### src/rtl/adder_arbiter.sv
// Four-requester arbiter time-sharing one external 8-bit adder with a registered response.
// Define ADDER_ARBITER_FIXED_PRIO_EN for fixed lowest-index priority; round-robin otherwise.
module adder_arbiter #(
    parameter int WIDTH = 8,
    parameter int NREQ  = 4
) (
    input  logic                  Clk,
    input  logic                  Reset_n,
    input  logic [NREQ-1:0]       Req,
    input  logic [NREQ*WIDTH-1:0] Op1,
    input  logic [NREQ*WIDTH-1:0] Op2,
    output logic [NREQ-1:0]       Gnt,
    output logic [WIDTH-1:0]      Add_A,
    output logic [WIDTH-1:0]      Add_B,
    input  logic [WIDTH-1:0]      Add_Sum,
    output logic                  Rsp_Valid,
    input  logic                  Rsp_Ready,
    output logic [1:0]            Rsp_Id,
    output logic [WIDTH-1:0]      Rsp_Sum,
    output logic [15:0]           Op_Count
);

    localparam logic [1:0] IDLE  = 2'd0;
    localparam logic [1:0] ISSUE = 2'd1;
    localparam logic [1:0] RESP  = 2'd2;

    logic [1:0]      state;
    logic            win_valid;
    logic [1:0]      win_idx;
    logic            arb_en;
    logic [NREQ-1:0] gnt_next;

`ifndef ADDER_ARBITER_FIXED_PRIO_EN
    logic [1:0] last;
    logic [1:0] cand;
`endif

    // Later loop iterations overwrite earlier ones, so the last hit has highest priority.
    always_comb begin
        win_valid = 1'b0;
        win_idx   = '0;
`ifdef ADDER_ARBITER_FIXED_PRIO_EN
        for (int unsigned i = NREQ; i > 0; i--) begin
            if (Req[i-1]) begin
                win_valid = 1'b1;
                win_idx   = 2'(i - 1);
            end
        end
`else
        cand = '0;
        for (int unsigned k = NREQ; k > 0; k--) begin
            cand = last + 2'(k);
            if (Req[cand]) begin
                win_valid = 1'b1;
                win_idx   = cand;
            end
        end
`endif
    end

    always_comb begin
        arb_en   = (state == IDLE) || ((state == RESP) && Rsp_Ready);
        gnt_next = NREQ'(1) << win_idx;
    end

    always_ff @(posedge Clk or negedge Reset_n) begin
        if (!Reset_n) begin
            state     <= IDLE;
            Gnt       <= '0;
            Add_A     <= '0;
            Add_B     <= '0;
            Rsp_Valid <= 1'b0;
            Rsp_Id    <= '0;
            Rsp_Sum   <= '0;
            Op_Count  <= '0;
`ifndef ADDER_ARBITER_FIXED_PRIO_EN
            last      <= 2'd3;
`endif
        end else begin
            Gnt <= '0;
            case (state)
                IDLE: begin
                    if (win_valid) state <= ISSUE;
                end
                ISSUE: begin
                    Rsp_Sum   <= Add_Sum;
                    Rsp_Valid <= 1'b1;
                    state     <= RESP;
                end
                RESP: begin
                    if (Rsp_Ready) begin
                        Rsp_Valid <= 1'b0;
                        Op_Count  <= Op_Count + 16'd1;
                        state     <= win_valid ? ISSUE : IDLE;
                    end
                end
                default: state <= IDLE;
            endcase

            // Grant path shared by IDLE and accept-in-RESP arbitration.
            if (arb_en && win_valid) begin
                Gnt    <= gnt_next;
                Add_A  <= Op1[win_idx*WIDTH +: WIDTH];
                Add_B  <= Op2[win_idx*WIDTH +: WIDTH];
                Rsp_Id <= win_idx;
`ifndef ADDER_ARBITER_FIXED_PRIO_EN
                last   <= win_idx;
`endif
            end
        end
    end

endmodule

### config.mk
export PLATFORM = sky130hd
export DESIGN_NAME = adder_arbiter
export DESIGN_NICKNAME = d
export VERILOG_FILES = /design/src/rtl/adder_arbiter.sv
export SDC_FILE = /design/constraint.sdc
export NUM_CORES = 1
export LEC_CHECK = 0
export ABC_CLOCK_PERIOD_IN_PS = 2100
export CORE_AREA = 2 2 71 124
export DETAILED_ROUTE_END_ITERATION = 7
export DIE_AREA = 0 0 73 126
export SYNTH_ARGS = -nofsm -noshare
export SYNTH_HDL_FRONTEND = slang
export SYNTH_SLANG_ARGS = --single-unit
### constraint.sdc
create_clock -name Clk -period 2.1 [get_ports Clk]
set_input_delay 0.525 -clock Clk [delete_from_list [all_inputs] [get_ports Clk]]
set_output_delay 0.525 -clock Clk [all_outputs]
set_load 0.1 [all_outputs]
==> results by group, run 1 <==
Setup path
  • CP most frequent cell: mux2i_1
  • Setup crit end: Add_B[1]
  • CP top delay family: buffers and inverters
  • Critical path startpoint category: input port
  • Reg2reg start: last[1]
  • Crit path DAT: ~2200 ps
  • Slowest stage cell, crit path: clkdlybuf4s50_1
  • FF-to-FF End: Add_B[1]
  • CP required: about 2300 ps
  • Worst path max stage delay: about 430 ps
  • Reg2reg path depth: 6
  • Critical path class: input port to register
  • Crit end category: register
  • Worst Setup SP: Req[3]
  • CP max FO: 8
  • Crit path depth: 7
  • R2r setup slk: about 280 ps
  • Critical path buffers and inverters: 3
  • CP Cell Sequence: clkdlybuf4s50_1, buf_4, mux2i_1, o221a_4, clkbuf_16, mux2i_1, a221oi_2

Global routing
  • Grt peak-use layer: met2
  • Global-route total usage across every layer: 15.4%
  • Initial antenna violation count: 0
  • Gr ovfl total: 0
  • First-pass GRT wire length: 11,100 µm
  • M2 GR Usage: around 29%
  • Vias in the first global route: 2,329
  • Met3 GRT Util: approximately 2.5%
  • Largest net degree at the start of global routing: 34
  • Met1 usage: 16.9%

Run
  • Max-Cap Viols: 0

Final layout
  • Fill count: approximately 750
  • Layout Cells excl Fill: about 440
  • Synth-to-Final Area Change: 65.5%
  • Ant diodes: 0
  • Multi-input combinational cell area: 1220 µm²
  • FF+latch area: around 1300 µm²
  • NumNets Final: ~430
  • Layout cells sized above 1: roughly a third
  • Fin area: around 4300 µm²

Clock network
  • CTS tree: yes
  • # hold bufs at CTS: 0
  • Clk sinks: 51
  • Root Buffer: clkbuf_16
  • CTS max path bufs: 2
  • Worst-path clk slew: about 60 ps
  • Clock latency on the worst-skew pair: between 200 and 300 ps
  • H-tree levels: 2
  • Number of CTS-inserted buffers: 5

Timing
  • Worst Max-Slew Pin Slew: approximately 470 ps
  • Unrepaired setup endpoints after global routing: no
  • Hold Violations, Final: 0
  • Setup WS post-layout: ~110 ps
  • Crit path time final: roughly 2000 ps
  • Period utilization: 94.8%
  • Max Slew Vio Count: 0
  • Setup tns final: 0 ps
  • FMAX: 0.502 GHz
  • Setup-failing EPs final: 0
  • Hold Slack: between 150 and 200 ps
  • Worst relative slew slack: 68.6%
  • Clock skew: between 5 and 6 ps

Power and ir drop
  • Power Density: 1770 nW/µm²
  • Lkg Pwr: 1.94 nW
  • VDD IR-drop max: roughly 1.1 mV

Route
  • Antenna Nets Post-Route: 0
  • Drt first pass iters: 4
  • DRC: 0
  • Final Routed Wirelength: between 7000 and 8000 µm
  • Routed wire per std cell: around 16 µm
  • Routed vias: 2,173
  • Vias per cell: ~4.9
  • DR iter-0 viols: 52

Yosys
  • FF+latch count, synth: 51
  • Synthesized instance count: between 200 and 250
  • Synth Area in XOR/XNOR: a little over 5%
  • Post-synthesis compound-gate area fraction: between 10% and 20%
  • Largest family of logic cells by synthesized area: multiplexers
  • Simple-Gate Fraction of Synth Area: around an eighth
  • Seq/Total Area, Yosys: about half
  • Synth warn: 0
  • Post-synthesis mux area share: 16.8%
  • Syn nets: about 290
  • Cell area after synthesis: 2580 µm²
  • Post-synthesis adder-cell area fraction: less than 1%
  • Synth Area per Inst: ~12 µm²
  • Number of library cell types mapped by synthesis: 38

Place
  • Placed cells: between 400 and 500
  • Pre-CTS setup slack: -327 ps
  • Hpwl dp: 5530 µm
  • Final Wtd Congestion: 0.751
  • Port bufs: ~130
  • Area after DPL: 3970 µm²

Floorplan
  • Die Ht: 126 µm
  • Starting Density: between 30% and 40%
  • Total die area: 9200 µm²
  • Ports: between 100 and 150
  • Core area: around 8200 µm²
  • Die X: between 70 and 80 µm
  • Core Rows: between 40 and 50

Run status
  • Outcome: complete, no violations

Worst hold path
  • Hold Crit Class: input port to async pin
-- power by group --
part | internal, W | switching [W] | leakage [nW]
Sequential | 0.00137 | 0.000258 | 0.619
Combinational | 0.00155 | 0.00345 | 1.23
Clock | 0.000592 | 0.000338 | 0.0868
-- cell usage after synthesis --
master	n	area share, %
dfstp_2	2	2.0
nand3_1	3	0.58
and2b_1	1	0.29
nor2_1	25	3.6
nor4_1	1	0.24
and2_1	2	0.49
a21oi_1	3	0.58
xor2_1	4	1.4
nor3_2	1	0.39
buf_6	2	0.87
o221a_2	1	0.44
a221oi_1	2	0.68
inv_2	1	0.15
nand2b_1	2	0.49
clkbuf_1	3	0.44
nor2b_1	2	0.49
a211oi_2	1	0.49
buf_4	2	0.58
and3b_1	1	0.34
and3_1	5	1.2
xnor2_1	11	3.7
a221oi_2	14	8.2
a21o_1	2	0.58
nor3b_1	1	0.29
nand2_1	8	1.2
o21ai_1	2	0.39
buf_12	3	2.3
buf_2	1	0.19
nor2_4	1	0.44
or2_2	1	0.24
mux2i_1	33	13
nand4_1	5	1.2
mux2_2	9	3.9
dfrtp_1	49	48
a22oi_1	1	0.29
inv_1	1	0.15
ha_1	1	0.49
nor3_1	1	0.19
-- stage by stage --
step	power, W	utilization, %
4_1_cts	0.00747	50.5
3_3_place_gp	0.00645	48.3
5_1_grt	0.00790	52.0
6_report	0.00756	52.0
3_5_place_dp	0.00651	48.3
2_1_floorplan	0.00530	-
-- flip-flops by register name, summed over array words and instances, names as in the netlist --
name	flops
Op_Count	16
Add_A	8
Add_B	8
Rsp_Sum	8
Gnt	4
Rsp_Id	2
last	2
state	2
Rsp_Valid	1
-- worst min path at each step --
stage | start | cells after the start | slack (ps) | endpoint
2_1_floorplan | Reset_n | 0 | 230 | Add_A[0]
4_1_cts | Reset_n | 1 | 210 | Add_B[5]
5_1_grt | Reset_n | 1 | 210 | Add_B[5]
3_5_place_dp | Op_Count[15] | 1 | 470 | Op_Count[15]
3_3_place_gp | Op_Count[15] | 1 | 460 | Op_Count[15]
6_report | Reset_n | 1 | 190 | Add_B[5]
-- routing by layer --
metal  wire length [µm]  part of all wire, %
met5                  0                    0
met4                161                  2.2
met3                370                  5.1
met2               3900                   54
met1               2840                   39
-- layout by cell type, fill, tap and decap left out, types with 2 or more instances in the layout --
master	count
clkdlybuf4s50_1	75
buf_4	56
xnor2_1	11
o21ai_1	2
dfrtp_1	49
nand4_1	5
nor2b_1	2
dlymetal6s2s_1	2
nand2_1	8
nor2_1	25
nand3_1	3
a21oi_1	3
a21o_1	2
xor2_1	4
mux2i_1	29
a221oi_2	15
and3_1	5
buf_12	10
mux2_2	9
mux2i_2	4
nand2b_1	2
dfstp_2	2
clkbuf_16	7
-- cell families (layout without fill, tap and decap cells) --
logic type      Yosys count  count (layout)
compound gates           26              26
xor+xnor                 15              15
fa+ha+maj                 1               1
buf+inv                  13             157
flops                    51              51
mux                      42              42
simple gates             60              60
-- final cells by class --
type,count,share of cell area (%)
Sequential cell,51,30.0
Tap cell,92,2.70
Timing Repair Buffer,147,34.3
Clock buffer,6,3.26
Clock inverter,2,0.822
Multi-Input combinational cell,144,28.7
Inverter,2,0.176
-- timing repair --
item / in CTS / in global routing
endpoints found under the setup margin: 0 / 17
gates resized for setup: 0 / 12
buffers inserted: 0 / 3
endpoints found under the hold margin: 0 / 0
(Power assumes the default switching activity.)
==> run 2, diff against run 1 <==
CTS_CLUSTER_DIAMETER = 150   (was default)
==> results of run 2 <==
Final layout, timing and power as in run 1 (identical DEF).
